`config.mk`:
```
export PLATFORM = sky130hd
export DESIGN_NAME = mmio_uart
export DESIGN_NICKNAME = d
export VERILOG_FILES = /design/src/rtl/mmio_uart.sv
export SDC_FILE = /design/constraint.sdc
export NUM_CORES = 1
export LEC_CHECK = 0
export CORE_UTILIZATION = 35
export CTS_BUF_LIST = sky130_fd_sc_hd__clkbuf_8
export DETAILED_ROUTE_END_ITERATION = 10
export PLACE_DENSITY = 0.61
export SKIP_LAST_GASP = 1
export SLEW_MARGIN = 20
export SYNTH_ARGS = -nofsm -noshare
export SYNTH_HDL_FRONTEND = slang
export SYNTH_SLANG_ARGS = --single-unit
```
`constraint.sdc`:
```
create_clock -name clk -period 6.3 [get_ports clk]
set_input_delay 1.26 -clock clk [delete_from_list [all_inputs] [get_ports clk]]
set_output_delay 1.26 -clock clk [all_outputs]
set_load 0.1 [all_outputs]
```
`src/rtl/mmio_uart.sv`:
```
// ============================================================================
// Module   : mmio_uart
// Purpose  : Memory-mapped transmit-only UART (8N1) with a small TX FIFO,
//            sitting on the single-cycle MIPS data-memory port.
// Revision : 1.0 - initial release
// ============================================================================
`default_nettype none

module mmio_uart #(
  parameter logic [31:0] BASE_ADDR    = 32'hFFFF_0000,
  parameter int          CLKS_PER_BIT = 16,
  parameter int          FIFO_DEPTH   = 4
) (
  input  logic        clk,
  input  logic        reset,   // asynchronous, active-low
  input  logic [31:0] addr,
  input  logic [31:0] wdata,
  input  logic        we,
  output logic        sel,
  output logic [31:0] rdata,
  output logic        txd,
  output logic        irq
);

  localparam int          PW       = $clog2(FIFO_DEPTH);
  localparam logic [4:0]  C_DEPTH  = 5'(FIFO_DEPTH);
  localparam logic [15:0] C_BAUD   = 16'(CLKS_PER_BIT - 1);

  typedef enum logic [1:0] {
    ST_IDLE  = 2'd0,
    ST_START = 2'd1,
    ST_DATA  = 2'd2,
    ST_STOP  = 2'd3
  } state_t;

  state_t          r_state;
  logic [7:0]      r_shift;
  logic [15:0]     r_baud;
  logic [2:0]      r_bit;

  logic [7:0]      r_mem [FIFO_DEPTH];
  logic [PW-1:0]   r_wptr;
  logic [PW-1:0]   r_rptr;
  logic [4:0]      r_count;
  logic            r_irq_en;
  logic            r_tx_en;
  logic [7:0]      r_dropped;

  logic            w_wr;
  logic            w_full;
  logic            w_empty;
  logic            w_busy;
  logic            w_pop;
  logic            w_push_req;
  logic            w_push;
  logic            w_drop;
  logic [25:0]     w_unused_bits;

  // Address decode and FIFO/handshake conditions
  assign sel        = (addr[31:4] == BASE_ADDR[31:4]);
  assign w_wr       = we & sel;
  assign w_full     = (r_count == C_DEPTH);
  assign w_empty    = (r_count == 5'd0);
  assign w_busy     = (r_state != ST_IDLE);
  assign w_pop      = (r_state == ST_IDLE) & r_tx_en & ~w_empty;
  assign w_push_req = w_wr & (addr[3:2] == 2'd0);
  // A simultaneous pop frees a slot, so a full FIFO can still accept
  assign w_push     = w_push_req & (~w_full | w_pop);
  assign w_drop     = w_push_req & ~w_push;
  assign w_unused_bits = {addr[1:0], wdata[31:8]};

  // Combinational register read-back, zero when not selected
  always_comb begin
    rdata = 32'd0;
    if (sel) begin
      case (addr[3:2])
        2'd1:    rdata = {19'd0, r_count, 5'd0, w_busy, w_empty, w_full};
        2'd2:    rdata = {30'd0, r_tx_en, r_irq_en};
        2'd3:    rdata = {24'd0, r_dropped};
        default: rdata = 32'd0;
      endcase
    end
  end

  // FIFO storage; contents are don't-care while count is zero
  always_ff @(posedge clk) begin
    if (w_push) r_mem[r_wptr] <= wdata[7:0];
  end

  // FIFO pointers, occupancy, control, drop counter and interrupt
  always_ff @(posedge clk or negedge reset) begin
    if (!reset) begin
      r_wptr    <= '0;
      r_rptr    <= '0;
      r_count   <= 5'd0;
      r_irq_en  <= 1'b0;
      r_tx_en   <= 1'b1;
      r_dropped <= 8'd0;
      irq       <= 1'b0;
    end else begin
      if (w_push) r_wptr <= r_wptr + 1'b1;
      if (w_pop)  r_rptr <= r_rptr + 1'b1;
      case ({w_push, w_pop})
        2'b10:   r_count <= r_count + 5'd1;
        2'b01:   r_count <= r_count - 5'd1;
        default: r_count <= r_count;
      endcase
      if (w_wr && addr[3:2] == 2'd2) begin
        r_irq_en <= wdata[0];
        r_tx_en  <= wdata[1];
      end
      if (w_wr && addr[3:2] == 2'd3) begin
        r_dropped <= 8'd0;
      end else if (w_drop && r_dropped != 8'hFF) begin
        r_dropped <= r_dropped + 8'd1;
      end
      irq <= r_irq_en & w_empty & ~w_busy;
    end
  end

  // Serializer: start bit, 8 data bits LSB first, stop bit
  always_ff @(posedge clk or negedge reset) begin
    if (!reset) begin
      r_state <= ST_IDLE;
      r_shift <= 8'd0;
      r_baud  <= 16'd0;
      r_bit   <= 3'd0;
      txd     <= 1'b1;
    end else begin
      case (r_state)
        ST_IDLE: begin
          txd <= 1'b1;
          if (w_pop) begin
            r_shift <= r_mem[r_rptr];
            r_baud  <= C_BAUD;
            txd     <= 1'b0;
            r_state <= ST_START;
          end
        end
        ST_START: begin
          if (r_baud == 16'd0) begin
            r_baud  <= C_BAUD;
            r_bit   <= 3'd0;
            txd     <= r_shift[0];
            r_state <= ST_DATA;
          end else begin
            r_baud <= r_baud - 16'd1;
          end
        end
        ST_DATA: begin
          if (r_baud == 16'd0) begin
            r_baud <= C_BAUD;
            if (r_bit == 3'd7) begin
              txd     <= 1'b1;
              r_state <= ST_STOP;
            end else begin
              r_shift <= {1'b0, r_shift[7:1]};
              txd     <= r_shift[1];
              r_bit   <= r_bit + 3'd1;
            end
          end else begin
            r_baud <= r_baud - 16'd1;
          end
        end
        ST_STOP: begin
          if (r_baud == 16'd0) begin
            r_state <= ST_IDLE;
          end else begin
            r_baud <= r_baud - 16'd1;
          end
        end
        default: begin
          txd     <= 1'b1;
          r_state <= ST_IDLE;
        end
      endcase
    end
  end

endmodule

`default_nettype wire

```
==> flow_summary.yaml, run 1 <==
yosys:
  yosys.cell_types.count: 60
  ys_seq_area_share_pct: 48.1
  avgSynthCellArea_um2: 11.5
  synth_seq_cells: 82
  synth_top_cell_by_area: "dfrtp_1"
  synth-edff-count: 32
  synth-main-ff-cell: "dfrtp_1"
  yosysTopAreaCellShare_pct: 26.1
  synthTopCellsByArea: "dfrtp_1 26%, edfxtp_1 21%, ha_1 4.6%"
  ys_warn_count: 0
  synthArstFlopShare_pct: 61.0
  syn_inst: 400
  synth_area_mm2: 0.00460
sta:
  grt_setup_unrepaired: "false"
  drv_slew: 0
  relSlewSlack_pct: 34.8
  finalCritPeriodShare_pct: 80.2
  skew_ns: 0.00793
  fin_setup_tns_ns: 0
  final.min_clock_period_ns: 5.05
  tightestPinTransition_ns: 0.974
  setup_viol: 0
  max_freq_mhz: 198
  hold_violations: 0
worst_setup_path:
  critical_path_required_ns: 5.04
  crit_slowest_cell: "nor4_4"
  r2r_cells: 5
  worst_setup_path_end_kind: "output port"
  worstPathMaxFanout: 11
  worstSetupPathType: "input pin to output port"
  arrival_ns: 3.79
  start_kind: "input pin"
  cpPeakStageDelay_ns: 0.49
  worstPathCellList: "clkdlybuf4s50_1 -> nor4b_2 -> nand4_4 -> nor4_4 -> nand2_1 -> nor3b_1 -> buf_4"
power_and_ir_drop:
  ir_drop_mv: 0.0979
  p_per_area_mw_per_mm2: 205
  p_leak_nw: 2.31
die:
  start_util_pct: 36.2
  coreArea_mm2: 0.0127
  io_pins: 102
  die_w_um: 117
  fp-row-count: 41
  die-area_mm2: 0.0136
  dieHeight_um: 117
place:
  io_buffers: 56
  gp_congestion: 0.757
  placed_area_mm2: 0.00520
  dpl.hpwl_um: 6370
cts:
  clock_tree.root_cell: "clkbuf_8"
  postCtsHoldBufs: 0
  cts_setup_buffers: 0
  cts_made_buffers: 9
  cts.path.max_buffers: 2
  cts_tree: "built"
  clock_sinks: 82
  cts_resized: 0
  clk_latency_ns: 0.38
  path_clk_slew_ns: 0.09
  cts-htree-levels: 3
layout:
  drive_gt1_share_pct: 16.0
  layout_common_cells: "48 x dfrtp_1, 41 x clkdlybuf4s50_1, 32 x edfxtp_1"
  final_common_cell: "dfrtp_1"
  post-route-cell-area_mm2: 0.00538
  layout.nets: 537
  syn_to_final_growth_pct: 16.9
  diodes: 0
run:
  max-cap-violations: 0
drt:
  antenna_left: 0
  num_vias: 3133
  route.met2.wl_um: 4300
  dr.pass1.iters: 4
  wl_met1_um: 3980
  drc: 0
  detail_route.vias_per_cell: 4.98
  wl_met3_um: 368
  wl_per_cell_um: 14.1
  drt_wl_total_um: 8860
  dr.first_iter.drc_count: 86
  top_layer_used: "met4"
global_route:
  grt_pass1_vias: 3074
  antenna_found_initial: 0
  grt_start_max_net_pins: 51
  overflow: 0
  grt_usage_pct: 14.5
  grt_pass1_wl_um: 14900
run_status:
  status: "completed"
min_path:
  hold_depth: 1
  hold_class: "flop to flop"
[final timing paths]
kind / slack (ns) / to / from
setup / recovery: 1.25 / rdata[12] / addr[12]
hold / removal: 0.51 / r_shift[6] / r_shift[6]
setup reg to reg: 3.30 / r_shift[4] / r_baud[8]
hold reg to reg: 0.51 / r_shift[6] / r_shift[6]
max in group asynchronous: 4.86 / r_irq_en / reset
min in group asynchronous: 0.98 / r_baud[0] / reset
[routing by layer]
layer / global-route usage, % / up-vias
li1: - / 1524
met1: 17.4 / 1519
met2: 24.5 / 77
met3: 2.96 / 13
met4: 7.93 / 0
met5: 0 / -
[cell type report]
class,instances,area (um2)
clock inverter,7,60.1
inverter,19,71.3
tap,172,215
sequential,82,2210
clock buffer,9,124
multi-input combinational,283,2170
fill,1233,7340
timing repair buffer,57,528
[metrics by stage]
step | worst slack (ns) | cells | hold slack (ns) | power [mW] | util, %
2_1_floorplan | -0.733 | 418 | 0.469 | 0.711 | -
3_3_place_gp | 1.26 | 613 | 0.486 | 0.746 | 40.9
3_5_place_dp | 1.18 | 613 | 0.496 | 0.749 | 40.9
4_1_cts | 1.18 | 629 | 0.517 | 1.12 | 42.3
5_1_grt | 1.00 | 629 | 0.531 | 1.15 | 42.3
6_report | 1.25 | 629 | 0.512 | 1.10 | 42.3
[cell usage after synthesis, types with 3 or more instances]
library cell and number:
a21o_1 5, a21oi_1 18, a22o_1 5, and2_1 7, and3_1 3, buf_4 19
clkbuf_1 10, dfrtp_1 48, edfxtp_1 32, ha_1 17, inv_1 19, mux2_2 16
mux2i_1 5, mux4_2 8, nand2_1 17, nand2b_1 3, nand3_1 8, nand3b_1 3
nand4_1 9, nor2_1 28, nor3_1 14, nor3b_1 5, nor4_1 8, nor4_4 3
nor4b_1 3, o21ai_0 14, or3_1 5, or4_1 3, xnor2_1 19
[kinds of logic (layout without fill, tap and decap cells)]
group,after synthesis,count (layout),share of synthesized area (%)
other,1,19,0.0815
XOR/XNOR,21,21,4.00
flip-flops,82,82,48.1
buffers and inverters,53,92,6.25
AND/OR/NAND/NOR,137,137,18.9
multiplexers,34,34,10.4
AO/OA/AOI/OAI,54,54,7.28
adder cells (fa/ha/maj),18,18,5.06
[flip-flops by register name, indices dropped and copies added, names as in the netlist, 3 cells and up]
register	flops
r_baud	16
r_bit	3
r_count	5
r_dropped	8
r_mem	32
r_shift	8
[critical path: cells and delay by family]
family | cells | cell delay (ns)
buffers and inverters | 2 | 0.78
AND/OR/NAND/NOR | 5 | 1.75
[power by group]
group / internal (mW) / total [mW] / switching (mW)
registers: 0.576 / 0.588 / 0.0123
clock network: 0.151 / 0.367 / 0.216
logic: 0.0521 / 0.150 / 0.0974
(Power assumes the default switching activity.)
==> run 2: changes to the inputs <==
clock period = 4.83 ns   (was 6.3 ns; I/O delays follow)
==> run 2 against run 1 <==
Effect of this change: final cell count up 0.16%; critical path depth unchanged; clock skew rose by 0.0039 ns; die area did not move.
==> flow_summary.yaml, run 2 (same netlist as run 1, synthesis figures left out) <==
run_status:
  status: "completed"
place:
  io_buffers: 56
  dpl.hpwl_um: 6540
  place_inst: 614
  gp_congestion: 0.771
die:
  fp-row-count: 41
  die-area_mm2: 0.0136
  dieHeight_um: 117
  start_util_pct: 36.2
  coreArea_mm2: 0.0127
  die_w_um: 117
  io_pins: 102
global_route:
  grt_pass1_wl_um: 15300
  grt_usage_pct: 14.8
  grt_start_max_net_pins: 51
  overflow: 0
  antenna_found_initial: 0
  grt_pass1_vias: 3195
drt:
  dr.first_iter.drc_count: 133
  detail_route.vias_per_cell: 5.07
  dr.pass1.iters: 4
  drt_wl_total_um: 8970
  drc: 0
  wl_per_cell_um: 14.2
  num_vias: 3191
  antenna_left: 0
worst_setup_path:
  worstPathCellList: "clkdlybuf4s50_1 -> nor4b_4 -> nand4_4 -> nor4_4 -> nand2_2 -> nor3b_4 -> buf_12"
  critical_path_required_ns: 3.86
  cp_top_family: "simple AND/OR/NAND/NOR gates"
  worstSetupPathType: "input pin to output port"
  arrival_ns: 3.40
  cpPeakStageDelay_ns: 0.47
  crit_slowest_cell: "clkdlybuf4s50_1"
  start_kind: "input pin"
  worstPathMaxFanout: 11
  worst_setup_path_end_kind: "output port"
  cp_num_buf_inv: 2
layout:
  largest-register: "r_mem"
  layout.nets: 538
  layout.area.seq_mm2: 0.00221
  largest_register_ff_count: 32
  reg_top3: "r_mem (32), r_baud (16)"
  drive_gt1_share_pct: 19.2
  fin_cells: 630
  final_common_cell: "dfrtp_1"
  multi_input_area_mm2: 0.00232
  fill_cells: 1220
  diodes: 0
  layout_common_cells: "48 x dfrtp_1, 41 x clkdlybuf4s50_1, 32 x edfxtp_1"
  final_core_util_pct: 44.8
  syn_to_final_growth_pct: 23.9
cts:
  cts_resized: 0
  cts_setup_buffers: 0
  cts_tree: "built"
  cts_made_buffers: 9
  path_clk_slew_ns: 0.09
  clock_tree.root_cell: "clkbuf_8"
  cts.path.max_buffers: 2
  cts-htree-levels: 3
  postCtsHoldBufs: 0
  clk_latency_ns: 0.37
  clock_sinks: 82
sta:
  setup_viol: 0
  grt_setup_unrepaired: "false"
  relSlewSlack_pct: 35.4
  hold_violations: 0
  final.min_clock_period_ns: 4.37
  drv_slew: 0
  tightestPinTransition_ns: 0.966
  hold_ws_ns: 0.514
  max_freq_mhz: 229
  finalCritPeriodShare_pct: 90.4
  skew_ns: 0.0119
power_and_ir_drop:
  ir_drop_mv: 0.115
  p_per_area_mw_per_mm2: 258
  p_leak_nw: 2.44
min_path:
  hold_class: "flop to flop"
run:
  max-cap-violations: 0
==> run 2: worst paths after layout <==
check	startpoint	to	slack [ns]	depth (start not counted)
worst max register to register	r_baud[8]	r_shift[1]	1.87	5
min in group asynchronous	reset	r_baud[4]	0.71	2
worst min register to register	r_shift[4]	r_shift[4]	0.51	1
worst min-delay path	r_shift[4]	r_shift[4]	0.51	1
worst max-delay path	addr[12]	rdata[12]	0.46	7
max in group asynchronous	reset	r_dropped[0]	3.67	2
==> run 2: report_power, final <==
part / switching (mW) / internal (mW)
clock: 0.297 / 0.206
combinational: 0.133 / 0.0695
sequential: 0.0153 / 0.751
total: 0.445 / 1.03
==> run 2: metal layers <==
metal | vias up | track usage, % | routed length, um
met5 | - | 0 | 0
met1 | 1570 | 18.2 | 4010
met3 | 12 | 2.91 | 340
met2 | 78 | 25.3 | 4450
met4 | 0 | 6.33 | 168
li1 | 1531 | - | -
==> run 2: area by class of cell <==
cell class	count	share of cell area [%]
Timing Repair Buffer	58	12.0
Sequential cell	82	38.8
Multi-Input combinational cell	283	40.6
Clock inverter	7	1.34
Clock buffer	9	2.17
Tap cell	172	3.77
Inverter	19	1.25
==> run 2: stage by stage <==
step,setup TNS (ns),area (um2),power (mW),worst slack (ns)
after CTS,0,5700,1.49,0.433
after global placement,0,5500,0.979,0.451
after global routing,0,5700,1.54,0.243
after detailed placement,0,5500,0.985,0.437
final,0,5700,1.47,0.462
after floorplan,-0.786,4840,0.930,-0.151
==> run 2: worst reg2reg max path, cell delays in order (launching register included) <==
cell and delay, ns:
dfrtp_1 0.42, nor3_1 0.60, nand4_1 0.61, o22ai_1 0.25, nor2b_1 0.56, mux2_2 0.41
==> patch 1: new RTL, flow settings as in run 2 <==
The output `irq` loses its register stage (`irq` becomes a continuous assignment).
--- a/src/rtl/mmio_uart.sv
+++ b/src/rtl/mmio_uart.sv
@@ -98,3 +98,2 @@
       r_dropped <= 8'd0;
-      irq       <= 1'b0;
     end else begin
@@ -116,5 +115,6 @@
       end
-      irq <= r_irq_en & w_empty & ~w_busy;
     end
   end
+
+  assign irq = r_irq_en & w_empty & ~w_busy;
 
Function: changed (a bounded check fails within 4 cycles, from zero or initial values and one cycle with reset low).
==> patch 1 against run 2 <==
Global-route usage decreased by 0.34 points. Area after synthesis decreased by 0.54%. Total power decreased by 0.38%. Sequential share of layout area decreased by 0.37 points. Design area decreased by 0.18%. Largest cell class unchanged. Wire length decreased by 2.9%. Register-to-register slack got worse by 0.06 ns. Critical path type unchanged. Sequential cell count decreased by 1. Setup slack improved by 0.27 ns.
==> patch 1: results (changes against run 2) <==
| Metric | Value |
|---|---|
| Met3 usage | `0.0275 (was 0.0291)` |
| Mux share of post-synthesis cell area | `0.104 (about the same)` |
| # fillers | `1206 (was 1220)` |
| Final Cycle Share | `0.848 (was 0.904)` |
| Adder-Cell Fraction of Synth Area | `0.0508 (was 0.0506)` |
| Arr. time, crit path | `3.13 ns (was 3.40 ns)` |
| Xor and xnor fraction of the mapped netlist area | `0.0402 (was 0.0400)` |
| GR Layer Usage met1 | `0.180 (was 0.182)` |
| Layout cells sized above 1 | `0.197 (was 0.192)` |
| Crit-path max cell delay | `0.45 ns (was 0.47 ns)` |
| Largest net degree at the start of global routing | `50 (was 51)` |
| Internal reg-to-reg setup slack | `1.81 ns (was 1.87 ns)` |
| Status | `completed (unchanged)` |
| Synth Area in Compound Gates | `0.0732 (was 0.0728)` |
| Initial DRC count | `91 (was 133)` |
| Hold_buf cts | `0 (unchanged)` |
| WL per Instance | `13.8 um (was 14.2 um)` |
| GPL Wtd Cong | `0.779 (was 0.771)` |
| Skew final | `0.0119 ns (about the same)` |
| Worst Setup Slack post-DPL | `0.590 ns (was 0.437 ns)` |
| Vias per cell | `4.97 (was 5.07)` |
| Vias in the first global route | `3249 (was 3195)` |
| Worst-Margin Slew | `0.967 ns (was 0.966 ns)` |
| First-pass GRT wire length | `15000 um (was 15300 um)` |
| Met2 Usage GRT | `0.238 (was 0.253)` |
| DP HPWL | `6260 um (was 6540 um)` |
| Seq/Total Area, Yosys | `0.478 (was 0.481)` |
| Pleak | `0.00243 uW (was 0.00244 uW)` |
| Peak VDD IR | `118 uV (was 115 uV)` |
| Placement Cell Area | `5480 um^2 (was 5500 um^2)` |
| Synth area leaders | `dfrtp_1, edfxtp_1, ha_1 (unchanged)` |
| Tot GR Track Use | `0.144 (was 0.148)` |
[patch 1: changes by cell type in the layout (fill, tap and decap cells not counted), sizes merged]
| cell | change |
|---|---|
| dfrtp | -1 |
| clkinv | +3 |
| clkdlybuf4s50 | -1 |
| inv | -3 |
| buf | +2 |
[patch 1: cell type report]
type	instances	area, um^2	share of cell area
Clock buffer	9	124	0.0218
Inverter	19	71.3	0.0125
Timing Repair Buffer	59	691	0.121
Sequential cell	81	2190	0.385
Clock inverter	7	86.3	0.0152
Multi-Input combinational cell	283	2320	0.407
Tap cell	172	215	0.0378
[patch 1: metal layers]
layer  up-vias  part of all wire
met5         -                 0
met4         0             0.017
met3        12             0.047
met2        86              0.49
met1      1506              0.45
li1       1525                 -
[patch 1: path summary, 6_finish.rpt]
path | startpoint | to | cells after the start
max in group asynchronous | reset | r_count[4] | 2
min in group asynchronous | reset | r_wptr[0] | 2
worst max-delay path | addr[5] | rdata[9] | 7
worst max register to register | r_baud[8] | r_shift[3] | 5
worst min register to register | r_shift[6] | r_shift[6] | 1
worst min-delay path | r_shift[6] | r_shift[6] | 1
[patch 1: worst max-delay path: cells and delay by family]
family	cells	cell delay, ns
simple gates	5	1.50
buf+inv	2	0.66
[patch 1: stage by stage]
step                hold WS (ns)   util  power [uW]  std cells  TNS, ns
global route               0.536  0.449        1530        630        0
global placement           0.485  0.433         970        614        0
CTS                        0.516  0.449        1480        630        0
finish                     0.511  0.449        1470        630        0
detailed placement         0.490  0.433         974        614        0
floorplan                  0.475      -         922        417   -0.786
[patch 1: power breakdown]
part           total, uW  switching, uW  internal [uW]  leakage [uW]
combinational        201            132           69.4       0.00139
clock                507            300            207      0.000104
sequential           758           15.6            742      0.000944
==> patch 2: new RTL, flow settings as in run 2 <==
Without the edit above. Change the parameter `FIFO_DEPTH` from 4 to 16.
--- a/src/rtl/mmio_uart.sv
+++ b/src/rtl/mmio_uart.sv
@@ -11,3 +11,3 @@
   parameter int          CLKS_PER_BIT = 16,
-  parameter int          FIFO_DEPTH   = 4
+  parameter int          FIFO_DEPTH   = 16
 ) (
Behaviour: not the same (Yosys sat finds a counterexample within 10 cycles, from zero or initial values and one cycle with reset low).
==> patch 2 against run 2 <==
Sequential power rose by 120%. Area after synthesis grew 83%. Total power increased by 110%. Synthesized cell count up 43%. Via count grew 58%. Critical path type unchanged. Setup slack better by 0.30 ns. Final cell count increased by 55%. Sequential cell count rose by 100. Highest routed layer unchanged. Combinational power is 4% higher. Wire length is 94% higher. Design area up 73%.
==> patch 2: results (changes against run 2) <==
| Metric | Value |
|---|---|
| Status | `completed (unchanged)` |
| # fillers | `2173 (was 1220)` |
| First-pass GRT wire length | `27600 um (was 15300 um)` |
| Pleak | `0.00360 uW (was 0.00244 uW)` |
| Finished Layout Cells | `974 (was 630)` |
| Non-clk buf share | `0.0755 (was 0.120)` |
| Post-synth top area cell | `edfxtp_1 (was dfrtp_1)` |
| Number of distinct library cells after synthesis | `66 (was 60)` |
| Seq area share | `0.527 (was 0.388)` |
| Psw | `769 uW (was 445 uW)` |
| Critical Path Fanout Max | `6 (was 11)` |
| Cell Count Post-Placement | `942 (was 614)` |
| Largest net degree at the start of global routing | `55 (was 51)` |
| DP HPWL | `11700 um (was 6540 um)` |
| Initial DRC count | `213 (was 133)` |
| Htree depth | `4 (was 3)` |
| Peak VDD IR | `231 uV (was 115 uV)` |
| Synth cell count leaders | `edfxtp_1, dfrtp_1, nor2_1 (was dfrtp_1, edfxtp_1, nor2_1)` |
| RR Startpoint | `r_rptr[0] (was r_baud[8])` |
| Reg-to-Reg End | `r_shift[0] (was r_shift[1])` |
| Post-synth EDFFs | `128 (was 32)` |
| Final Cycle Share | `0.842 (was 0.904)` |
| Synth area leaders | `edfxtp_1, dfrtp_1, mux4_2 (was dfrtp_1, edfxtp_1, ha_1)` |
| Vias per cell | `5.16 (was 5.07)` |
| Placement Cell Area | `9430 um^2 (was 5500 um^2)` |
| Worst hold slack | `0.521 ns (was 0.514 ns)` |
| Skew final | `0.0187 ns (was 0.0119 ns)` |
| Nets@finish | `727 (was 538)` |
| Max-slew headroom | `0.358 (was 0.354)` |
| Clock buf count | `17 (was 9)` |
| Avg Cell Area, Syn | `14.7 um^2 (was 11.5 um^2)` |
| Signal buffers | `76 (was 58)` |
| Clk tree area frac | `0.0446 (was 0.0351)` |
| CP Launch Point | `addr[13] (was addr[12])` |
| Seq/Total Area, Yosys | `0.616 (was 0.481)` |
| Layout cells sized above 1 | `0.221 (was 0.192)` |
| Multi-input combinational area share | `0.307 (was 0.406)` |
| Num CTS Buffers | `17 (was 9)` |
| WL per Instance | `17.9 um (was 14.2 um)` |
| Worst Setup Slack post-DPL | `0.728 ns (was 0.437 ns)` |
patch 2: power groups by stage:
stage	Combinational, uW	Clock, uW	Sequential [uW]
6_report	210	1110	1710
3_5_place_dp	211	0	1750
5_1_grt	227	1200	1720
4_1_cts	211	1140	1710
3_3_place_gp	204	0	1740
2_1_floorplan	151	0	1740
patch 2: critical path, cell delays in order:
cell and delay (ns):
clkdlybuf4s50_1 0.42, nor4b_1 0.36, nand4_1 0.31, nor2_2 0.25
nand2_1 0.25, nor3b_2 0.32, buf_12 0.21
patch 2: logic make-up after synthesis:
logic type,Yosys count,synth area share
and+or+nand+nor,144,0.100
AOI/OAI and AO/OA,83,0.0684
other,1,0.000445
DFF,182,0.616
xor gates and xnor gates,18,0.0187
adders and majority gates,18,0.0276
buffers and inverters,57,0.0357
muxes,69,0.133
patch 2: routing by layer:
metal	global-route usage	vias up	share of wire
li1	-	2314	-
met1	0.194	2581	0.44
met2	0.255	115	0.51
met3	0.0325	20	0.040
met4	0.0324	0	0.010
met5	0	-	0
